`src/rtl/mem_port_arbiter.sv`:
```
// rtl/mem_port_arbiter.sv - single-port memory arbiter between instruction-fetch and data ports
module mem_port_arbiter #(
  parameter int MEM_LAT    = 1,
  parameter int STARVE_MAX = 4
) (
  input  logic        clk,
  input  logic        reset,
  input  logic        if_req,
  input  logic [31:0] if_addr,
  output logic [31:0] if_rdata,
  output logic        if_ack,
  input  logic        dm_req,
  input  logic        dm_we,
  input  logic [3:0]  dm_be,
  input  logic [31:0] dm_addr,
  input  logic [31:0] dm_wdata,
  output logic [31:0] dm_rdata,
  output logic        dm_ack,
  output logic        mem_en,
  output logic        mem_we,
  output logic [3:0]  mem_be,
  output logic [31:0] mem_addr,
  output logic [31:0] mem_wdata,
  input  logic [31:0] mem_rdata,
  output logic        busy
);

  typedef enum logic [1:0] {IDLE, ISSUE, WAIT, RESP} state_t;

  localparam logic [3:0] LAT_LAST   = 4'(MEM_LAT - 1);
  localparam logic [7:0] STARVE_LIM = 8'(STARVE_MAX);

  state_t      state_q, state_d;
  logic        win_dm_q, win_dm_d;
  logic        lat_we_q, lat_we_d;
  logic [3:0]  wait_cnt_q, wait_cnt_d;
  logic [7:0]  starve_q, starve_d;
  logic        mem_en_q, mem_en_d;
  logic        mem_we_q, mem_we_d;
  logic [3:0]  mem_be_q, mem_be_d;
  logic [31:0] mem_addr_q, mem_addr_d;
  logic [31:0] mem_wdata_q, mem_wdata_d;
  logic [31:0] if_rdata_q, if_rdata_d;
  logic [31:0] dm_rdata_q, dm_rdata_d;
  logic        if_ack_q, if_ack_d;
  logic        dm_ack_q, dm_ack_d;
  logic        busy_q, busy_d;
  logic        dm_win;

  always_ff @(posedge clk or negedge reset) begin
    if (!reset) begin
      state_q     <= IDLE;
      win_dm_q    <= 1'b0;
      lat_we_q    <= 1'b0;
      wait_cnt_q  <= '0;
      starve_q    <= '0;
      mem_en_q    <= 1'b0;
      mem_we_q    <= 1'b0;
      mem_be_q    <= '0;
      mem_addr_q  <= '0;
      mem_wdata_q <= '0;
      if_rdata_q  <= '0;
      dm_rdata_q  <= '0;
      if_ack_q    <= 1'b0;
      dm_ack_q    <= 1'b0;
      busy_q      <= 1'b0;
    end else begin
      state_q     <= state_d;
      win_dm_q    <= win_dm_d;
      lat_we_q    <= lat_we_d;
      wait_cnt_q  <= wait_cnt_d;
      starve_q    <= starve_d;
      mem_en_q    <= mem_en_d;
      mem_we_q    <= mem_we_d;
      mem_be_q    <= mem_be_d;
      mem_addr_q  <= mem_addr_d;
      mem_wdata_q <= mem_wdata_d;
      if_rdata_q  <= if_rdata_d;
      dm_rdata_q  <= dm_rdata_d;
      if_ack_q    <= if_ack_d;
      dm_ack_q    <= dm_ack_d;
      busy_q      <= busy_d;
    end
  end

  // Outputs are registered, so each one is computed from the state being entered.
  always_comb begin
    state_d     = state_q;
    win_dm_d    = win_dm_q;
    lat_we_d    = lat_we_q;
    wait_cnt_d  = wait_cnt_q;
    starve_d    = starve_q;
    mem_en_d    = 1'b0;
    mem_we_d    = 1'b0;
    mem_be_d    = mem_be_q;
    mem_addr_d  = mem_addr_q;
    mem_wdata_d = mem_wdata_q;
    if_rdata_d  = if_rdata_q;
    dm_rdata_d  = dm_rdata_q;
    if_ack_d    = 1'b0;
    dm_ack_d    = 1'b0;
    dm_win      = 1'b0;

    case (state_q)
      IDLE: begin
        if (if_req || dm_req) begin
          dm_win   = dm_req && !(if_req && (STARVE_LIM != 8'd0) && (starve_q == STARVE_LIM));
          win_dm_d = dm_win;
          state_d  = ISSUE;
          mem_en_d = 1'b1;
          if (dm_win) begin
            lat_we_d    = dm_we;
            mem_we_d    = dm_we;
            mem_be_d    = dm_we ? dm_be : 4'hf;
            mem_addr_d  = dm_addr;
            mem_wdata_d = dm_wdata;
            // Counts DM wins that made a waiting IF request lose; saturates at the limit.
            if (!if_req)                    starve_d = '0;
            else if (starve_q != STARVE_LIM) starve_d = starve_q + 8'd1;
          end else begin
            lat_we_d    = 1'b0;
            mem_be_d    = 4'hf;
            mem_addr_d  = if_addr;
            mem_wdata_d = '0;
            starve_d    = '0;
          end
        end
      end
      ISSUE: begin
        state_d    = WAIT;
        wait_cnt_d = '0;
      end
      WAIT: begin
        if (wait_cnt_q == LAT_LAST) begin
          state_d = RESP;
          if (win_dm_q) begin
            dm_ack_d = 1'b1;
            if (!lat_we_q) dm_rdata_d = mem_rdata;
          end else begin
            if_ack_d   = 1'b1;
            if_rdata_d = mem_rdata;
          end
        end else begin
          wait_cnt_d = wait_cnt_q + 4'd1;
        end
      end
      RESP: state_d = IDLE;
      default: state_d = IDLE;
    endcase

    busy_d = (state_d != IDLE);
  end

  assign if_rdata  = if_rdata_q;
  assign if_ack    = if_ack_q;
  assign dm_rdata  = dm_rdata_q;
  assign dm_ack    = dm_ack_q;
  assign mem_en    = mem_en_q;
  assign mem_we    = mem_we_q;
  assign mem_be    = mem_be_q;
  assign mem_addr  = mem_addr_q;
  assign mem_wdata = mem_wdata_q;
  assign busy      = busy_q;

endmodule
```
`config.mk`:
```
export PLATFORM = sky130hd
export DESIGN_NAME = mem_port_arbiter
export DESIGN_NICKNAME = d
export VERILOG_FILES = /design/src/rtl/mem_port_arbiter.sv
export SDC_FILE = /design/constraint.sdc
export NUM_CORES = 1
export LEC_CHECK = 0
export CAP_MARGIN = 25
export CORE_AREA = 4 4 135 137
export DETAILED_ROUTE_END_ITERATION = 7
export DIE_AREA = 0 0 139 141
export GPL_TIMING_DRIVEN = 0
export PLACE_DENSITY_LB_ADDON = 0.2
export SLEW_MARGIN = 0
export SYNTH_ARGS = -nofsm -noshare
export SYNTH_HDL_FRONTEND = slang
export SYNTH_SLANG_ARGS = --single-unit
```
`constraint.sdc`:
```
create_clock -name clk -period 1.9 [get_ports clk]
set_clock_uncertainty 0.2 [all_clocks]
set_input_delay 0.285 -clock clk [delete_from_list [all_inputs] [get_ports clk]]
set_output_delay 0.285 -clock clk [all_outputs]
set_load 0.01 [all_outputs]
```
==> impl_metrics.xml, run 1 <==
<?xml version="1.0" encoding="UTF-8"?>
<metrics>
  <group name="power_and_ir_drop">
    <metric name="netSwitchingPower" unit="uW">5820</metric>
    <metric name="pwr_density_cell" unit="nW/um2">1590</metric>
    <metric name="static-leakage-power" unit="uW">0.00461</metric>
    <metric name="pwr-share-clk" unit="%">18.8</metric>
    <metric name="vdd_drop_max" unit="V">0.000769</metric>
    <metric name="sw_frac_of_total" unit="%">33.6</metric>
    <metric name="power.share.sequential" unit="%">32.1</metric>
    <metric name="cellInternalPower" unit="uW">11500</metric>
    <metric name="combPwrFrac" unit="%">49.1</metric>
  </group>
  <group name="timing">
    <metric name="max_clock_freq" unit="GHz">0.475</metric>
    <metric name="max_slew.worst_pin.slew" unit="ps">852</metric>
    <metric name="final_critical_path_setup_slack" unit="ps">-203</metric>
    <metric name="finalCritPeriodShare" unit="%">111</metric>
    <metric name="worst_case_headroom_to_the_max_slew_limit" unit="%">43.2</metric>
    <metric name="setup_viol" unit="">142</metric>
    <metric name="rsz0062_at_grt" unit="">true</metric>
    <metric name="finalMaxSlewViolations" unit="">0</metric>
    <metric name="hold_violation_count_in_the_final_report" unit="">0</metric>
    <metric name="final.min_clock_period" unit="ps">2100</metric>
  </group>
  <group name="floorplanning">
    <metric name="design.die.area" unit="um2">19600</metric>
    <metric name="die_h" unit="um">141</metric>
    <metric name="floorplan.die.width" unit="um">139</metric>
    <metric name="fp.coreArea" unit="um2">17100</metric>
    <metric name="fp-row-count" unit="">48</metric>
    <metric name="start_util" unit="%">38.5</metric>
    <metric name="top_level_ports" unit="">274</metric>
  </group>
  <group name="clock_network">
    <metric name="cts_max_level" unit="">4</metric>
    <metric name="cts_sinks" unit="">153</metric>
    <metric name="tritoncts_clock_tree" unit="">built</metric>
    <metric name="clk_pin_slew" unit="ps">70</metric>
    <metric name="worstSkewPairLatency" unit="ps">420</metric>
    <metric name="cts_buffers" unit="">17</metric>
    <metric name="cts-root-buf" unit="">clkbuf_16</metric>
    <metric name="max-clock-path-buffers" unit="">2</metric>
  </group>
  <group name="layout">
    <metric name="stdcell_area" unit="um2">10900</metric>
    <metric name="layout_common_cells" unit="">clkdlybuf4s50_1 (271), dfrtp_1 (153), nand2_1 (69)</metric>
    <metric name="diodes" unit="">0</metric>
    <metric name="syn_to_final_growth" unit="%">65.6</metric>
    <metric name="fraction_of_layout_instances_using_a_drive_strength_above_1" unit="%">26.0</metric>
    <metric name="design.final.nets" unit="">959</metric>
    <metric name="final_core_utilization" unit="%">63.7</metric>
    <metric name="layout.cells.most_common" unit="">clkdlybuf4s50_1</metric>
  </group>
  <group name="drt">
    <metric name="wl_per_cell" unit="um">19.5</metric>
    <metric name="detailedRoute.firstIterationViolations" unit="">223</metric>
    <metric name="vias" unit="">5541</metric>
    <metric name="vias_per_cell" unit="">5.27</metric>
    <metric name="drt_pre_antenna_iters" unit="">4</metric>
    <metric name="drcViolationCount" unit="">0</metric>
    <metric name="antenna_violating_nets_post_route" unit="">0</metric>
    <metric name="routed_wirelength" unit="um">20600</metric>
  </group>
  <group name="status">
    <metric name="status" unit="">finished, violations left</metric>
    <metric name="violations" unit="">negative setup slack</metric>
  </group>
  <group name="global_route">
    <metric name="grt_pass1_vias" unit="">6037</metric>
    <metric name="global_route.usage.met3" unit="%">7.33</metric>
    <metric name="grtUsageTotal" unit="%">20.7</metric>
    <metric name="pin_count_of_the_biggest_net_entering_global_routing" unit="">92</metric>
    <metric name="gr-max-usage-layer" unit="">met2</metric>
    <metric name="antenna_found_initial" unit="">0</metric>
    <metric name="globalRouteMet1Util" unit="%">24.3</metric>
    <metric name="gr-usage-met2" unit="%">35.3</metric>
    <metric name="grt_overflow_total" unit="">0</metric>
    <metric name="global_route_wire_length_before_repair" unit="um">32500</metric>
  </group>
  <group name="place">
    <metric name="dpl_cell_area" unit="um2">9740</metric>
    <metric name="detailed_place_hpwl" unit="um">14500</metric>
    <metric name="port-buffer-count" unit="">272</metric>
    <metric name="gp_congestion" unit="">0.888</metric>
    <metric name="preCtsSetupSlack" unit="ps">-696</metric>
  </group>
  <group name="logic_synthesis">
    <metric name="synth_top_family_by_area" unit="">compound AO/OA/AOI/OAI gates</metric>
    <metric name="netlist-cell-type-count" unit="">43</metric>
    <metric name="synthSimpleGateAreaFrac" unit="%">6.55</metric>
    <metric name="synth_compound_area_share" unit="%">18.1</metric>
    <metric name="synth_enable_flop_cells" unit="">0</metric>
    <metric name="synth-seq-area-share" unit="%">58.3</metric>
    <metric name="post_synth_inst_count" unit="">502</metric>
    <metric name="synthesis.yosys.warnings" unit="">0</metric>
    <metric name="mux_contribution_to_synthesized_area" unit="%">11.6</metric>
    <metric name="async_flop_share" unit="%">100</metric>
    <metric name="syn-cell-area" unit="um2">6570</metric>
    <metric name="parity_gate_share_of_the_synthesized_area_counting_xor_and_xnor_cells" unit="%">0.133</metric>
    <metric name="synth_adder_area_share" unit="%">1.52</metric>
    <metric name="synth_top_flop_cell" unit="">dfrtp_1</metric>
    <metric name="post_synthesis_mean_instance_area" unit="um2">13.1</metric>
    <metric name="syn_nets" unit="">647</metric>
    <metric name="ys_seq_elements" unit="">153</metric>
  </group>
  <group name="critical_path">
    <metric name="rr_endpoint" unit="">mem_wdata[14]</metric>
    <metric name="start_kind" unit="">register</metric>
    <metric name="rr_startpoint" unit="">starve_q[0]</metric>
    <metric name="endpoint_kind" unit="">register</metric>
    <metric name="register_to_register_setup_slack" unit="ps">-200</metric>
    <metric name="r2r_cells" unit="">7</metric>
    <metric name="crit_start" unit="">starve_q[0]</metric>
    <metric name="critical_path_required" unit="ps">2000</metric>
    <metric name="data_arrival_time_of_the_critical_path" unit="ps">2210</metric>
    <metric name="critical_path.max_fanout" unit="">10</metric>
    <metric name="path_class" unit="">register to register</metric>
  </group>
  <group name="worst_hold_path">
    <metric name="holdCritStartpoint" unit="">if_req</metric>
    <metric name="hold_path_end" unit="">starve_q[6]</metric>
    <metric name="worstHoldPathType" unit="">input pin to register</metric>
    <metric name="min_delay_path_depth" unit="">4</metric>
  </group>
  <group name="job">
    <metric name="maxCapViolations" unit="">0</metric>
  </group>
</metrics>
metal layers:
metal / part of all wire, % / up-vias / wire length, um
met2: 50 / 230 / 10300
met1: 40 / 2779 / 8330
met5: 0 / - / 0
li1: - / 2506 / -
met4: 1.9 / 0 / 398
met3: 7.6 / 26 / 1550
final cells by class:
| type | count | area (um2) |
|---|---|---|
| buffer | 39 | 360 |
| sequential | 153 | 3830 |
| fill | 1300 | 6180 |
| multi-input combinational | 299 | 2790 |
| clock buffer | 18 | 439 |
| timing repair buffer | 296 | 3020 |
| tap | 225 | 282 |
| clock inverter | 14 | 128 |
| inverter | 8 | 30.0 |
cells by family after synthesis:
| logic type | after synthesis |
|---|---|
| AO/OA/AOI/OAI | 128 |
| XOR/XNOR | 1 |
| adder cells (fa/ha/maj) | 8 |
| buffers and inverters | 50 |
| flip-flops | 153 |
| multiplexers | 68 |
| AND/OR/NAND/NOR | 94 |
registers in the layout (all words and copies together), names as in the netlist, 2 cells and up:
register and flops:
state_q 2, if_rdata 32, mem_wdata 32, dm_rdata 32, starve_q 8, mem_addr 32, wait_cnt_q 4, mem_be 4
Yosys cell counts (2+ instances only):
library cell	count	area (um2)
o2111ai_1	34	298
buf_6	7	78.8
clkbuf_1	27	101
o211ai_1	4	30.0
o211ai_2	30	375
o21a_1	2	15.0
a22o_1	32	280
inv_1	7	26.3
or3_1	3	18.8
nor2_1	3	11.3
nand4_1	2	12.5
dfrtp_1	153	3830
buf_2	6	30.0
a21oi_1	3	15.0
o31ai_1	2	15.0
ha_1	8	100
a22oi_1	5	37.5
nand3_1	3	15.0
o22a_1	4	35.0
nand2b_1	3	18.8
mux2i_1	4	40.0
a41o_1	2	20.0
mux2_2	64	721
nand2_1	69	259
o21ai_0	6	30.0
or4_1	2	15.0
metrics by stage:
step / power [uW] / hold slack [ps] / setup TNS, ps / std cells
2_1_floorplan: 9290 / -211 / -7590 / 502
3_3_place_gp: 13200 / 271 / -938690 / 999
3_5_place_dp: 13400 / 211 / -61550 / 1000
4_1_cts: 17300 / 136 / -17920 / 1054
5_1_grt: 18300 / 210 / -26260 / 1052
6_report: 17300 / 176 / -19500 / 1052
what timing repair did:
action                     CTS  global route
cloned                       5             1
setup endpoints to repair  146           144
pin swaps                    3             6
gates resized for setup     49            53
hold endpoints to repair    92             0
hold buffers                 2             0
setup buffers               16             2
worst max-delay path, cell delays in order, from the launching register on:
cell and delay (ps):
dfrtp_1 390, inv_2 80, ha_1 130, or4bb_1 410
buf_6 160, o211a_4 270, buf_6 150, a22o_1 190
power groups by stage:
stage | combinational (uW) | sequential [uW] | clock [uW]
global route | 9070 | 5720 | 3500
finish | 8500 | 5560 | 3260
floorplan | 3150 | 6130 | 0
global placement | 7640 | 5520 | 0
detailed placement | 7810 | 5560 | 0
CTS | 8450 | 5530 | 3330
worst max path at each step:
| stage | to | slack, ps | cells past startpoint |
|---|---|---|---|
| floorplan | mem_wdata[15] | -80 | 7 |
| global placement | mem_wdata[27] | -5800 | 1 |
| finish | mem_wdata[14] | -200 | 7 |
| detailed placement | mem_addr[22] | -700 | 8 |
| CTS | mem_wdata[14] | -200 | 7 |
| global route | mem_wdata[14] | -260 | 7 |
No activity file was read; power rests on OpenSTA's default activity.
==> inputs of run 2 (changes only) <==
--- a/config.mk
+++ b/config.mk
@@ -7,10 +7,12 @@
 export LEC_CHECK = 0
 export CAP_MARGIN = 25
 export CORE_AREA = 4 4 135 137
+export CTS_BUF_LIST = sky130_fd_sc_hd__clkbuf_8 sky130_fd_sc_hd__clkbuf_16
 export DETAILED_ROUTE_END_ITERATION = 7
 export DIE_AREA = 0 0 139 141
 export GPL_TIMING_DRIVEN = 0
 export PLACE_DENSITY_LB_ADDON = 0.2
+export SKIP_LAST_GASP = 1
 export SLEW_MARGIN = 0
 export SYNTH_ARGS = -nofsm -noshare
 export SYNTH_HDL_FRONTEND = slang
==> run 2 against run 1 <==
Against the previous run: critical path type unchanged; critical endpoint is now mem_addr[26]; clock power about the same; final area decreased by 0.28%; worst setup slack got worse by 6.3 ps; total power decreased by 0.26%; the flow still finishes with violations (negative setup slack); global-route usage about the same; fmax decreased by 0.30%.
==> impl_metrics.xml, run 2 (synthesis results as in run 1) <==
<?xml version="1.0" encoding="UTF-8"?>
<metrics>
  <group name="status">
    <metric name="status" unit="">finished, violations left</metric>
    <metric name="violations" unit="">negative setup slack</metric>
  </group>
  <group name="place">
    <metric name="detailed_place_hpwl" unit="um">14500</metric>
    <metric name="gp_congestion" unit="">0.888</metric>
    <metric name="dpl.cell_count" unit="">1000</metric>
    <metric name="port-buffer-count" unit="">272</metric>
  </group>
  <group name="drt">
    <metric name="vias" unit="">5538</metric>
    <metric name="vias_per_cell" unit="">5.26</metric>
    <metric name="drcViolationCount" unit="">0</metric>
    <metric name="routed_wirelength" unit="um">20500</metric>
    <metric name="antenna_violating_nets_post_route" unit="">0</metric>
    <metric name="drt_pre_antenna_iters" unit="">4</metric>
    <metric name="detailedRoute.firstIterationViolations" unit="">181</metric>
    <metric name="wl_per_cell" unit="um">19.5</metric>
  </group>
  <group name="floorplanning">
    <metric name="fp.coreArea" unit="um2">17100</metric>
    <metric name="start_util" unit="%">38.5</metric>
    <metric name="floorplan.die.width" unit="um">139</metric>
    <metric name="top_level_ports" unit="">274</metric>
    <metric name="design.die.area" unit="um2">19600</metric>
    <metric name="die_h" unit="um">141</metric>
    <metric name="fp-row-count" unit="">48</metric>
  </group>
  <group name="worst_hold_path">
    <metric name="worstHoldPathType" unit="">input pin to register</metric>
    <metric name="hold_path_end" unit="">starve_q[6]</metric>
    <metric name="min_delay_path_depth" unit="">4</metric>
    <metric name="holdCritStartpoint" unit="">if_req</metric>
  </group>
  <group name="timing">
    <metric name="hold_violation_count_in_the_final_report" unit="">0</metric>
    <metric name="finalCritPeriodShare" unit="%">111</metric>
    <metric name="setup_viol" unit="">142</metric>
    <metric name="final.min_clock_period" unit="ps">2110</metric>
    <metric name="worst_case_headroom_to_the_max_slew_limit" unit="%">42.8</metric>
    <metric name="rsz0062_at_grt" unit="">true</metric>
    <metric name="max_clock_freq" unit="GHz">0.474</metric>
    <metric name="max_slew.worst_pin.slew" unit="ps">858</metric>
    <metric name="finalMaxSlewViolations" unit="">0</metric>
    <metric name="final_critical_path_setup_slack" unit="ps">-210</metric>
    <metric name="hold_slack" unit="ps">188</metric>
  </group>
  <group name="critical_path">
    <metric name="rr_startpoint" unit="">starve_q[0]</metric>
    <metric name="r2r_cells" unit="">7</metric>
    <metric name="rr_endpoint" unit="">mem_addr[26]</metric>
    <metric name="endpoint_kind" unit="">register</metric>
    <metric name="critical-path-slowest-cell" unit="">or4bb_1</metric>
    <metric name="critical-path-top-delay-family" unit="">buffers and inverters</metric>
    <metric name="register_to_register_setup_slack" unit="ps">-210</metric>
    <metric name="path_class" unit="">register to register</metric>
    <metric name="data_arrival_time_of_the_critical_path" unit="ps">2200</metric>
    <metric name="crit_buf_inv" unit="">3</metric>
    <metric name="start_kind" unit="">register</metric>
    <metric name="timing.critical_path.cells" unit="">inv_2, ha_1, or4bb_1, buf_6, clkbuf_2, o2111ai_1, o211ai_2</metric>
    <metric name="critical_path.max_fanout" unit="">10</metric>
    <metric name="critical_path_required" unit="ps">1990</metric>
    <metric name="slowest_delay" unit="ps">410</metric>
  </group>
  <group name="layout">
    <metric name="fraction_of_layout_instances_using_a_drive_strength_above_1" unit="%">25.6</metric>
    <metric name="layout_common_cells" unit="">clkdlybuf4s50_1 (271), dfrtp_1 (153), nand2_1 (69)</metric>
    <metric name="instances_no_fill" unit="">1052</metric>
    <metric name="syn_to_final_growth" unit="%">65.1</metric>
    <metric name="layout.cells.most_common" unit="">clkdlybuf4s50_1</metric>
    <metric name="diodes" unit="">0</metric>
    <metric name="fill_cells" unit="">1305</metric>
    <metric name="design.final.nets" unit="">959</metric>
  </group>
  <group name="global_route">
    <metric name="grtUsageTotal" unit="%">20.6</metric>
    <metric name="grt_overflow_total" unit="">0</metric>
    <metric name="antenna_found_initial" unit="">0</metric>
    <metric name="grt_pass1_vias" unit="">6035</metric>
    <metric name="global_route_wire_length_before_repair" unit="um">32500</metric>
    <metric name="pin_count_of_the_biggest_net_entering_global_routing" unit="">92</metric>
  </group>
  <group name="clock_network">
    <metric name="tritoncts_clock_tree" unit="">built</metric>
    <metric name="cts_max_level" unit="">4</metric>
    <metric name="clk_pin_slew" unit="ps">60</metric>
    <metric name="max-clock-path-buffers" unit="">2</metric>
    <metric name="worstSkewPairLatency" unit="ps">420</metric>
    <metric name="cts_sinks" unit="">153</metric>
    <metric name="cts_buffers" unit="">17</metric>
    <metric name="cts-root-buf" unit="">clkbuf_16</metric>
  </group>
  <group name="power_and_ir_drop">
    <metric name="static-leakage-power" unit="uW">0.00460</metric>
    <metric name="pwr_density_cell" unit="nW/um2">1590</metric>
    <metric name="vdd_drop_max" unit="V">0.000769</metric>
  </group>
  <group name="job">
    <metric name="maxCapViolations" unit="">0</metric>
  </group>
</metrics>
[run 2: how the worst max path moves through the flow]
stage | from | to | slack, ps | depth (start not counted)
detailed placement | state_q[0] | mem_addr[22] | -700 | 8
global placement | reset | mem_wdata[27] | -5800 | 1
global route | starve_q[1] | mem_addr[22] | -270 | 7
finish | starve_q[0] | mem_addr[26] | -210 | 7
CTS | starve_q[0] | mem_wdata[14] | -200 | 7
floorplan | starve_q[0] | mem_wdata[15] | -80 | 7
[run 2: metrics by stage]
| stage | util (%) | area, um2 | TNS, ps | total power [uW] | setup slack (ps) |
|---|---|---|---|---|---|
| 2_1_floorplan | - | 6710 | -7590 | 9290 | -81.8 |
| 3_3_place_gp | 57.0 | 9710 | -938690 | 13200 | -5800 |
| 3_5_place_dp | 57.1 | 9740 | -61550 | 13400 | -696 |
| 4_1_cts | 63.0 | 10700 | -17970 | 17300 | -200 |
| 5_1_grt | 63.6 | 10800 | -26810 | 18300 | -266 |
| 6_report | 63.6 | 10800 | -19530 | 17300 | -210 |
[run 2: worst register-to-register path: cells and delay by family, from the launching register on]
| family | cells | cell delay (ps) |
|---|---|---|
| AOI/OAI and AO/OA | 2 | 380 |
| adders and majority gates | 1 | 130 |
| buffers and inverters | 3 | 460 |
| and+or+nand+nor | 1 | 410 |
| DFF | 1 | 390 |
[run 2: cell type report]
cell class | instances | area, um2 | area share (%)
flip-flops and latches | 153 | 3830 | 35.3
repair buffers | 296 | 3020 | 27.8
clock buffers | 18 | 439 | 4.05
well taps | 225 | 282 | 2.60
multi-input cells | 299 | 2770 | 25.6
inverters | 8 | 30.0 | 0.277
clock inverters | 14 | 128 | 1.18
plain buffers | 39 | 347 | 3.20
[run 2: timing repair]
action,CTS,global route
endpoints found under the setup margin,146,145
hold buffers,2,0
gates cloned,5,1
endpoints found under the hold margin,92,0
pin swaps,3,6
resized for setup,45,48
buffers inserted,16,2
[run 2: where the power goes]
group	switching, uW	total [uW]	internal [uW]	leakage (uW)
Sequential	826	5560	4730	0.00187
Combinational	3490	8470	4980	0.00246
Clock	1470	3240	1770	0.000280
[run 2: layer usage]
| metal | share of wire, % | up-vias | track usage [%] |
|---|---|---|---|
| li1 | - | 2509 | - |
| met1 | 40 | 2790 | 24.3 |
| met2 | 51 | 212 | 35.3 |
| met3 | 7.1 | 27 | 7.33 |
| met4 | 2.0 | 0 | 6.90 |
| met5 | 0 | - | 0 |
